===== src/rtl/seq_pattern_gen.sv =====
// seq_pattern_gen: serial MSB-first pattern transmitter with repeat,
// inter-frame gaps and a start/busy/done handshake.
module seq_pattern_gen #(
    parameter int PAT_W = 8,
    parameter int LEN_W = 4,
    parameter int CNT_W = 4
) (
    input  logic             clk,
    input  logic             reset,
    input  logic             start,
    input  logic             abort,
    input  logic [PAT_W-1:0] pattern,
    input  logic [LEN_W-1:0] len,
    input  logic [CNT_W-1:0] repeats,
    input  logic [CNT_W-1:0] gap,
    output logic             dout,
    output logic             dout_valid,
    output logic             busy,
    output logic             done
);

    typedef enum logic [1:0] {
        IDLE,
        SEND,
        GAP
    } state_t;

    localparam logic [LEN_W-1:0] LEN_MAX = LEN_W'(PAT_W);
    localparam logic [LEN_W-1:0] LEN_ONE = LEN_W'(1);
    localparam logic [CNT_W-1:0] CNT_ONE = CNT_W'(1);

    state_t           state;
    logic [PAT_W-1:0] pat_q;
    logic [LEN_W-1:0] len_q;
    logic [CNT_W-1:0] gap_q;
    logic [LEN_W-1:0] bit_idx;
    logic [CNT_W-1:0] frame_cnt;
    logic [CNT_W-1:0] gap_cnt;
    logic [LEN_W-1:0] len_eff;
    logic [LEN_W-1:0] len_top;

    // Shift-based bit pick avoids an index wider than the pattern.
    function automatic logic pick(
        input logic [PAT_W-1:0] p,
        input logic [LEN_W-1:0] idx
    );
        logic [PAT_W-1:0] s;
        s = p >> idx;
        return s[0];
    endfunction

    // Clamp the requested length: 0 or oversize means a full pattern.
    always_comb begin
        len_eff = len;
        if (len == '0 || len > LEN_MAX) begin
            len_eff = LEN_MAX;
        end
        len_top = len_eff - LEN_ONE;
    end

    // Transmit FSM; every output is a register written here.
    always_ff @(posedge clk or posedge reset) begin
        if (reset) begin
            state      <= IDLE;
            pat_q      <= '0;
            len_q      <= '0;
            gap_q      <= '0;
            bit_idx    <= '0;
            frame_cnt  <= '0;
            gap_cnt    <= '0;
            dout       <= 1'b0;
            dout_valid <= 1'b0;
            busy       <= 1'b0;
            done       <= 1'b0;
        end else begin
            done <= 1'b0;
            unique case (state)
                IDLE: begin
                    dout       <= 1'b0;
                    dout_valid <= 1'b0;
                    busy       <= 1'b0;
                    if (start && !abort) begin
                        pat_q      <= pattern;
                        len_q      <= len_eff;
                        gap_q      <= gap;
                        frame_cnt  <= repeats;
                        bit_idx    <= len_top;
                        dout       <= pick(pattern, len_top);
                        dout_valid <= 1'b1;
                        busy       <= 1'b1;
                        state      <= SEND;
                    end
                end
                SEND: begin
                    if (abort) begin
                        state      <= IDLE;
                        dout       <= 1'b0;
                        dout_valid <= 1'b0;
                        busy       <= 1'b0;
                    end else if (bit_idx != '0) begin
                        bit_idx <= bit_idx - LEN_ONE;
                        dout    <= pick(pat_q, bit_idx - LEN_ONE);
                    end else if (frame_cnt != '0) begin
                        frame_cnt <= frame_cnt - CNT_ONE;
                        if (gap_q != '0) begin
                            state      <= GAP;
                            gap_cnt    <= gap_q - CNT_ONE;
                            dout       <= 1'b0;
                            dout_valid <= 1'b0;
                        end else begin
                            bit_idx <= len_q - LEN_ONE;
                            dout    <= pick(pat_q, len_q - LEN_ONE);
                        end
                    end else begin
                        state      <= IDLE;
                        dout       <= 1'b0;
                        dout_valid <= 1'b0;
                        busy       <= 1'b0;
                        done       <= 1'b1;
                    end
                end
                GAP: begin
                    if (abort) begin
                        state      <= IDLE;
                        dout       <= 1'b0;
                        dout_valid <= 1'b0;
                        busy       <= 1'b0;
                    end else if (gap_cnt != '0) begin
                        gap_cnt <= gap_cnt - CNT_ONE;
                    end else begin
                        state      <= SEND;
                        bit_idx    <= len_q - LEN_ONE;
                        dout       <= pick(pat_q, len_q - LEN_ONE);
                        dout_valid <= 1'b1;
                    end
                end
                default: begin
                    state      <= IDLE;
                    dout       <= 1'b0;
                    dout_valid <= 1'b0;
                    busy       <= 1'b0;
                end
            endcase
        end
    end

endmodule


===== config.mk =====
export PLATFORM = sky130hd
export DESIGN_NAME = seq_pattern_gen
export DESIGN_NICKNAME = d
export VERILOG_FILES = /design/src/rtl/seq_pattern_gen.sv
export SDC_FILE = /design/constraint.sdc
export NUM_CORES = 1
export LEC_CHECK = 0
export ABC_AREA = 1
export CELL_PAD_IN_SITES_DETAIL_PLACEMENT = 0
export CELL_PAD_IN_SITES_GLOBAL_PLACEMENT = 1
export CORE_MARGIN = 2
export CORE_UTILIZATION = 43
export CTS_CLUSTER_SIZE = 8
export DETAILED_ROUTE_END_ITERATION = 12
export GPL_ROUTABILITY_DRIVEN = 0
export PLACE_DENSITY = 0.87
export SYNTH_ARGS = -nofsm -noshare
export SYNTH_HDL_FRONTEND = slang
export SYNTH_SLANG_ARGS = --single-unit

===== constraint.sdc =====
create_clock -name clk -period 3.9 [get_ports clk]
set_clock_uncertainty 0.2 [all_clocks]
set_input_delay 0.585 -clock clk [delete_from_list [all_inputs] [get_ports clk]]
set_output_delay 0.585 -clock clk [all_outputs]
set_load 0.01 [all_outputs]

==> results of run 1 <==
## power by group
part           switching, mW  internal [mW]
Sequential             0.124          0.524
Clock                  0.130          0.142
Combinational          0.767          0.474
Total                   1.02           1.14
## worst min path at each step
stage	startpoint	endpoint	slack, ps	cells after the start
floorplan	gap_cnt[0]	gap_cnt[0]	250	2
CTS	dout_valid	dout_valid	300	1
detailed placement	dout_valid	dout_valid	280	1
global route	gap_cnt[1]	gap_cnt[1]	320	2
global placement	gap_cnt[0]	gap_cnt[0]	270	2
finish	dout_valid	dout_valid	290	1
## area by class of cell
type                    count  area share (%)
clock buffers               7            3.26
clock inverters             1           0.189
inverters                  51            7.22
multi-input cells         214            43.5
flip-flops and latches     34            32.1
well taps                  70            3.30
repair buffers             28            10.5
## state kept, by name, summed over array words and instances (netlist names)
register / cells
dout_valid: 1
busy: 1
pat_q: 8
gap_q: 4
state: 2
frame_cnt: 4
len_q: 4
done: 1
gap_cnt: 4
dout: 1
bit_idx: 4
## logic make-up (layout without fill, tap and decap cells)
family / Yosys count / in the layout / share of synthesized area [%]
AND/OR/NAND/NOR: 135 / 135 / 28.1
AO/OA/AOI/OAI: 61 / 61 / 14.9
buffers and inverters: 56 / 87 / 10.0
flip-flops: 34 / 34 / 38.2
adder cells (fa/ha/maj): 10 / 10 / 5.62
XOR/XNOR: 8 / 8 / 3.15
## worst max-delay path, cell delays in order
cell and delay [ps]:
clkdlybuf4s50_1 520, nor2_1 150, nand2_1 80, nand2_2 110, nand2_2 100, ha_1 350
inv_1 80, nand3_1 90, nand3_1 60, nand3_1 90, nand2_1 50, nand2_1 50
nand2_1 40
## per-layer routing
| metal | vias to the layer above | global-route usage (%) | wire [um] |
|---|---|---|---|
| li1 | 1037 | - | - |
| met1 | 894 | 23.5 | 2350 |
| met5 | - | 0 | 0 |
| met4 | 0 | 6.73 | 93 |
| met3 | 7 | 4.29 | 163 |
| met2 | 28 | 34.8 | 2510 |
## Yosys cell counts
library cell,count,share of area (%)
nor2_1,15,2.5
o21ai_1,2,0.45
o22ai_1,1,0.28
nand3_1,25,5.6
clkbuf_8,1,0.62
nand4_1,2,0.56
nor2_4,2,1.0
nand2_4,2,1.0
clkbuf_1,2,0.34
o211ai_1,2,0.67
nand2_2,5,1.4
a21oi_1,7,1.6
a22o_1,1,0.39
inv_1,47,7.9
o21ai_2,1,0.39
nand3b_1,1,0.34
nor3_2,1,0.45
nor3_4,1,0.73
nor3_1,3,0.67
o21a_1,1,0.34
ha_1,10,5.6
inv_2,4,0.67
dfrtp_1,34,38
xor2_1,3,1.2
buf_2,2,0.45
xnor2_1,5,2.0
nand2_1,77,13
o31ai_1,1,0.34
nand3_4,1,0.79
o221ai_1,2,0.79
o21ai_0,43,9.7
## per-stage QoR
stage	instance area, um^2	instances	utilization [%]
3_5_place_dp	2560	397	50.8
2_1_floorplan	2230	304	-
3_3_place_gp	2560	397	50.8
5_1_grt	2650	405	52.6
4_1_cts	2650	405	52.6
6_report	2650	405	52.6
==> flow_metrics.tcl, run 1 <==
set metrics [dict create \
    syn_inst 304 \
    drtPass1Iterations 4 \
    initial_core_util_pct 44.1 \
    finalPower_mw 2.16 \
    drtIter0Drc 90 \
    layout-drive-gt1-share_pct 7.46 \
    ys_warn_count 0 \
    core_area_um2 5040 \
    via_per_inst 4.85 \
    ys_seq_area_share_pct 38.2 \
    timing.hold.ws_ps 290 \
    r2r_start "bit_idx[0]" \
    die_x_um 75.9 \
    fill_cells 498 \
    area_delta_synth_final_pct 19.1 \
    htreeDepth 2 \
    layout_common_cells "nand2_1, inv_1, o21ai_0" \
    drtAntennaViolNets 0 \
    wire_per_inst_um 12.6 \
    cts_sinks 34 \
    avgSynthCellArea_um2 7.32 \
    startpoint "len[0]" \
    hold_class "reg -> reg" \
    hold_buffers 0 \
    clk_pin_slew_ps 70 \
    finalWirelength_um 5110 \
    reg2reg_to "frame_cnt[2]" \
    max_slew_margin_pct 53.3 \
    startpoint_type "input pin" \
    crit_end "dout" \
    cts_setup_buffers 0 \
    cp.required_ps 3880 \
    final_common_cell "nand2_1" \
    seqCellArea_um2 851 \
    die-area_um2 5770 \
    pre_cts_ws_ps 1220 \
    max-cap-violations 0 \
    hpwl_um 3950 \
    synth_area_um2 2230 \
    cts_buffer_depth 2 \
    crit_path_end_kind "register" \
    leakage_nw 1.28 \
    synth_nets 338 \
    insertion_delay_ps 290 \
    grt_antenna_before_repair 0 \
    drc_errors 0 \
    r2r_setup_slack_ps 1720 \
    cts_resized 0 \
    rsz0062_at_grt "no" \
    min_period_ps 2380 \
    io_buffer_count 27 \
    worstMarginPinSlew_ps 700 \
    grt_pass1_vias 1973 \
    critPathKind "in -> reg" \
    synth.ff_latch_count 34 \
    fmax_mhz 420 \
    hold_viol_final 0 \
    fp-row-count 26 \
    nets 368 \
    vdd_drop_max_mv 0.283 \
    fin_ws_ps 1520 \
    status "finished clean" \
    die_h_um 75.9 \
    grt_overflow 0 \
    cts_made_buffers 5 \
    fin_setup_tns_ps 0 \
    track_usage_pct 19.6 \
    min_period_over_period_pct 61.1 \
    critical_path_arrival_ps 2370 \
    powerDensity_nw_per_um2 815 \
    diodes 0 \
    multi_input_area_um2 1150 \
    synth.distinct_cells 31 \
    cts-root-buf "clkbuf_8" \
    io-pin-count 28 \
    num_vias 1966 \
    grt_max_degree 19 \
    path_max_fanout 7 \
    setup_viol_count_final 0 \
    drv_slew 0 \
    rr_worst_depth 8 \
    cts_tree "done" \
    grt_pass1_wl_um 8970 \
]
Note: power is estimated with default switching activity, not from simulation.
==> run 2: changes to the inputs <==
--- a/config.mk
+++ b/config.mk
@@ -9,11 +9,11 @@
 export CELL_PAD_IN_SITES_DETAIL_PLACEMENT = 0
 export CELL_PAD_IN_SITES_GLOBAL_PLACEMENT = 1
 export CORE_MARGIN = 2
-export CORE_UTILIZATION = 43
+export CORE_UTILIZATION = 40
 export CTS_CLUSTER_SIZE = 8
 export DETAILED_ROUTE_END_ITERATION = 12
 export GPL_ROUTABILITY_DRIVEN = 0
-export PLACE_DENSITY = 0.87
+export PLACE_DENSITY = 0.82
 export SYNTH_ARGS = -nofsm -noshare
 export SYNTH_HDL_FRONTEND = slang
 export SYNTH_SLANG_ARGS = --single-unit
==> constraint.sdc (replaced) <==
create_clock -name clk -period 2.5 [get_ports clk]
set_clock_uncertainty 0.2 [all_clocks]
set_input_delay 0.375 -clock clk [delete_from_list [all_inputs] [get_ports clk]]
set_output_delay 0.375 -clock clk [all_outputs]
set_load 0.01 [all_outputs]
==> run 2 against run 1 <==
  * Global-route usage is 1.7 points lower
  * Core utilization down 3.2 points
  * Cell count is 1.5% higher
  * Worst setup slack worse by 1100 ps
  * Clock-buffer cell count shrank 1
  * Register-to-register slack got worse by 1300 ps
  * Clock power increased by 61%
  * Combinational power grew 59%
  * Critical endpoint is now bit_idx[0]
  * Largest power group unchanged
==> flow_metrics.tcl, run 2 (same netlist as run 1, synthesis figures left out) <==
set metrics [dict create \
    status "finished clean" \
    finalWirelength_um 5030 \
    hold_class "in -> async" \
    drv_slew 0 \
    diodes 0 \
    startpoint_type "register" \
    grt_antenna_before_repair 0 \
    cts_sinks 34 \
    reg2reg_to "bit_idx[0]" \
    cts_setup_buffers 0 \
    io_buffer_count 27 \
    grt_pass1_wl_um 8720 \
    min_period_ps 2120 \
    min_period_over_period_pct 84.7 \
    cts_buffer_depth 2 \
    clk_pin_slew_ps 70 \
    hold_viol_final 0 \
    fp-row-count 27 \
    via_per_inst 4.88 \
    layout_common_cells "nand2_1, inv_1, o21ai_0" \
    io-pin-count 28 \
    initial_core_util_pct 40.9 \
    dp.cells 403 \
    crit_end "bit_idx[0]" \
    drtAntennaViolNets 0 \
    leakage_nw 1.30 \
    max_slew_margin_pct 70.6 \
    fin_ws_ps 382 \
    finalPower_mw 3.42 \
    vdd_drop_max_mv 0.542 \
    critPathKind "reg -> reg" \
    htreeDepth 2 \
    largest_reg_flops 8 \
    cts_resized 0 \
    grt_pass1_vias 1918 \
    hpwl_um 3910 \
    wire_per_inst_um 12.2 \
    top_register "pat_q" \
    final_common_cell "nand2_1" \
    cp.required_ps 2510 \
    grt_overflow 0 \
    fmax_mhz 472 \
    drtPass1Iterations 4 \
    startpoint "state[1]" \
    r2r_start "state[1]" \
    core_area_um2 5440 \
    insertion_delay_ps 290 \
    crit_path_end_kind "register" \
    cts_made_buffers 5 \
    nets 372 \
    layout-drive-gt1-share_pct 8.85 \
    area_delta_synth_final_pct 20.7 \
    die_x_um 78.6 \
    fin_setup_tns_ps 0 \
    die-area_um2 6180 \
    post-route-util_pct 49.4 \
    die_h_um 78.6 \
    path_max_fanout 9 \
    track_usage_pct 17.9 \
    grt_max_degree 35 \
    powerDensity_nw_per_um2 1270 \
    pre_cts_ws_ps 175 \
    num_vias 2006 \
    final_cells 411 \
    rr_worst_depth 8 \
    r2r_setup_slack_ps 380 \
    setup_viol_count_final 0 \
    cts_tree "done" \
    cts-root-buf "clkbuf_8" \
    max-cap-violations 0 \
    critical_path_arrival_ps 2130 \
    drtIter0Drc 107 \
    rsz0062_at_grt "no" \
    drc_errors 0 \
    worstMarginPinSlew_ps 442 \
    hold_buffers 0 \
]
==> run 2: area by class of cell <==
cell class              count  area (um^2)
fillers                   561         2750
well taps                  72         90.1
repair buffers             32          308
multi-input cells         214         1150
clock inverters             2         12.5
clock buffers               6         82.6
flip-flops and latches     34          851
inverters                  51          191
==> run 2: through the flow <==
step / hold slack [ps] / area [um^2]
6_report: 270 / 2690
5_1_grt: 340 / 2690
4_1_cts: 295 / 2690
3_5_place_dp: 281 / 2590
3_3_place_gp: 271 / 2590
2_1_floorplan: 253 / 2230
==> run 2: per-layer routing <==
metal  routed length (um)  GRT usage [%]  share of wire (%)
met2                 2400           30.3                 48
met4                   75           5.79                1.5
met5                    0              0                  0
met1                 2360           23.1                 47
met3                  200           3.22                4.0
==> run 2: power by group <==
group / internal [mW] / switching [mW]
clock: 0.221 / 0.216
sequential: 0.817 / 0.191
combinational: 0.772 / 1.20
total: 1.81 / 1.60
==> run 2: critical path: stages (launching register included) <==
cell and delay [ps]:
dfrtp_1 420, inv_1 90, ha_1 390, inv_2 150, o21ai_0 300, inv_1 130
o221ai_1 160, nand3_1 100, o21ai_0 100
==> run 2: worst min path at each step <==
stage / start / endpoint / slack (ps) / cells past startpoint
2_1_floorplan: gap_cnt[0] / gap_cnt[0] / 250 / 2
3_3_place_gp: gap_cnt[0] / gap_cnt[0] / 270 / 2
3_5_place_dp: dout_valid / dout_valid / 280 / 1
4_1_cts: reset / pat_q[4] / 300 / 3
5_1_grt: reset / len_q[1] / 340 / 3
6_report: reset / len_q[1] / 270 / 3
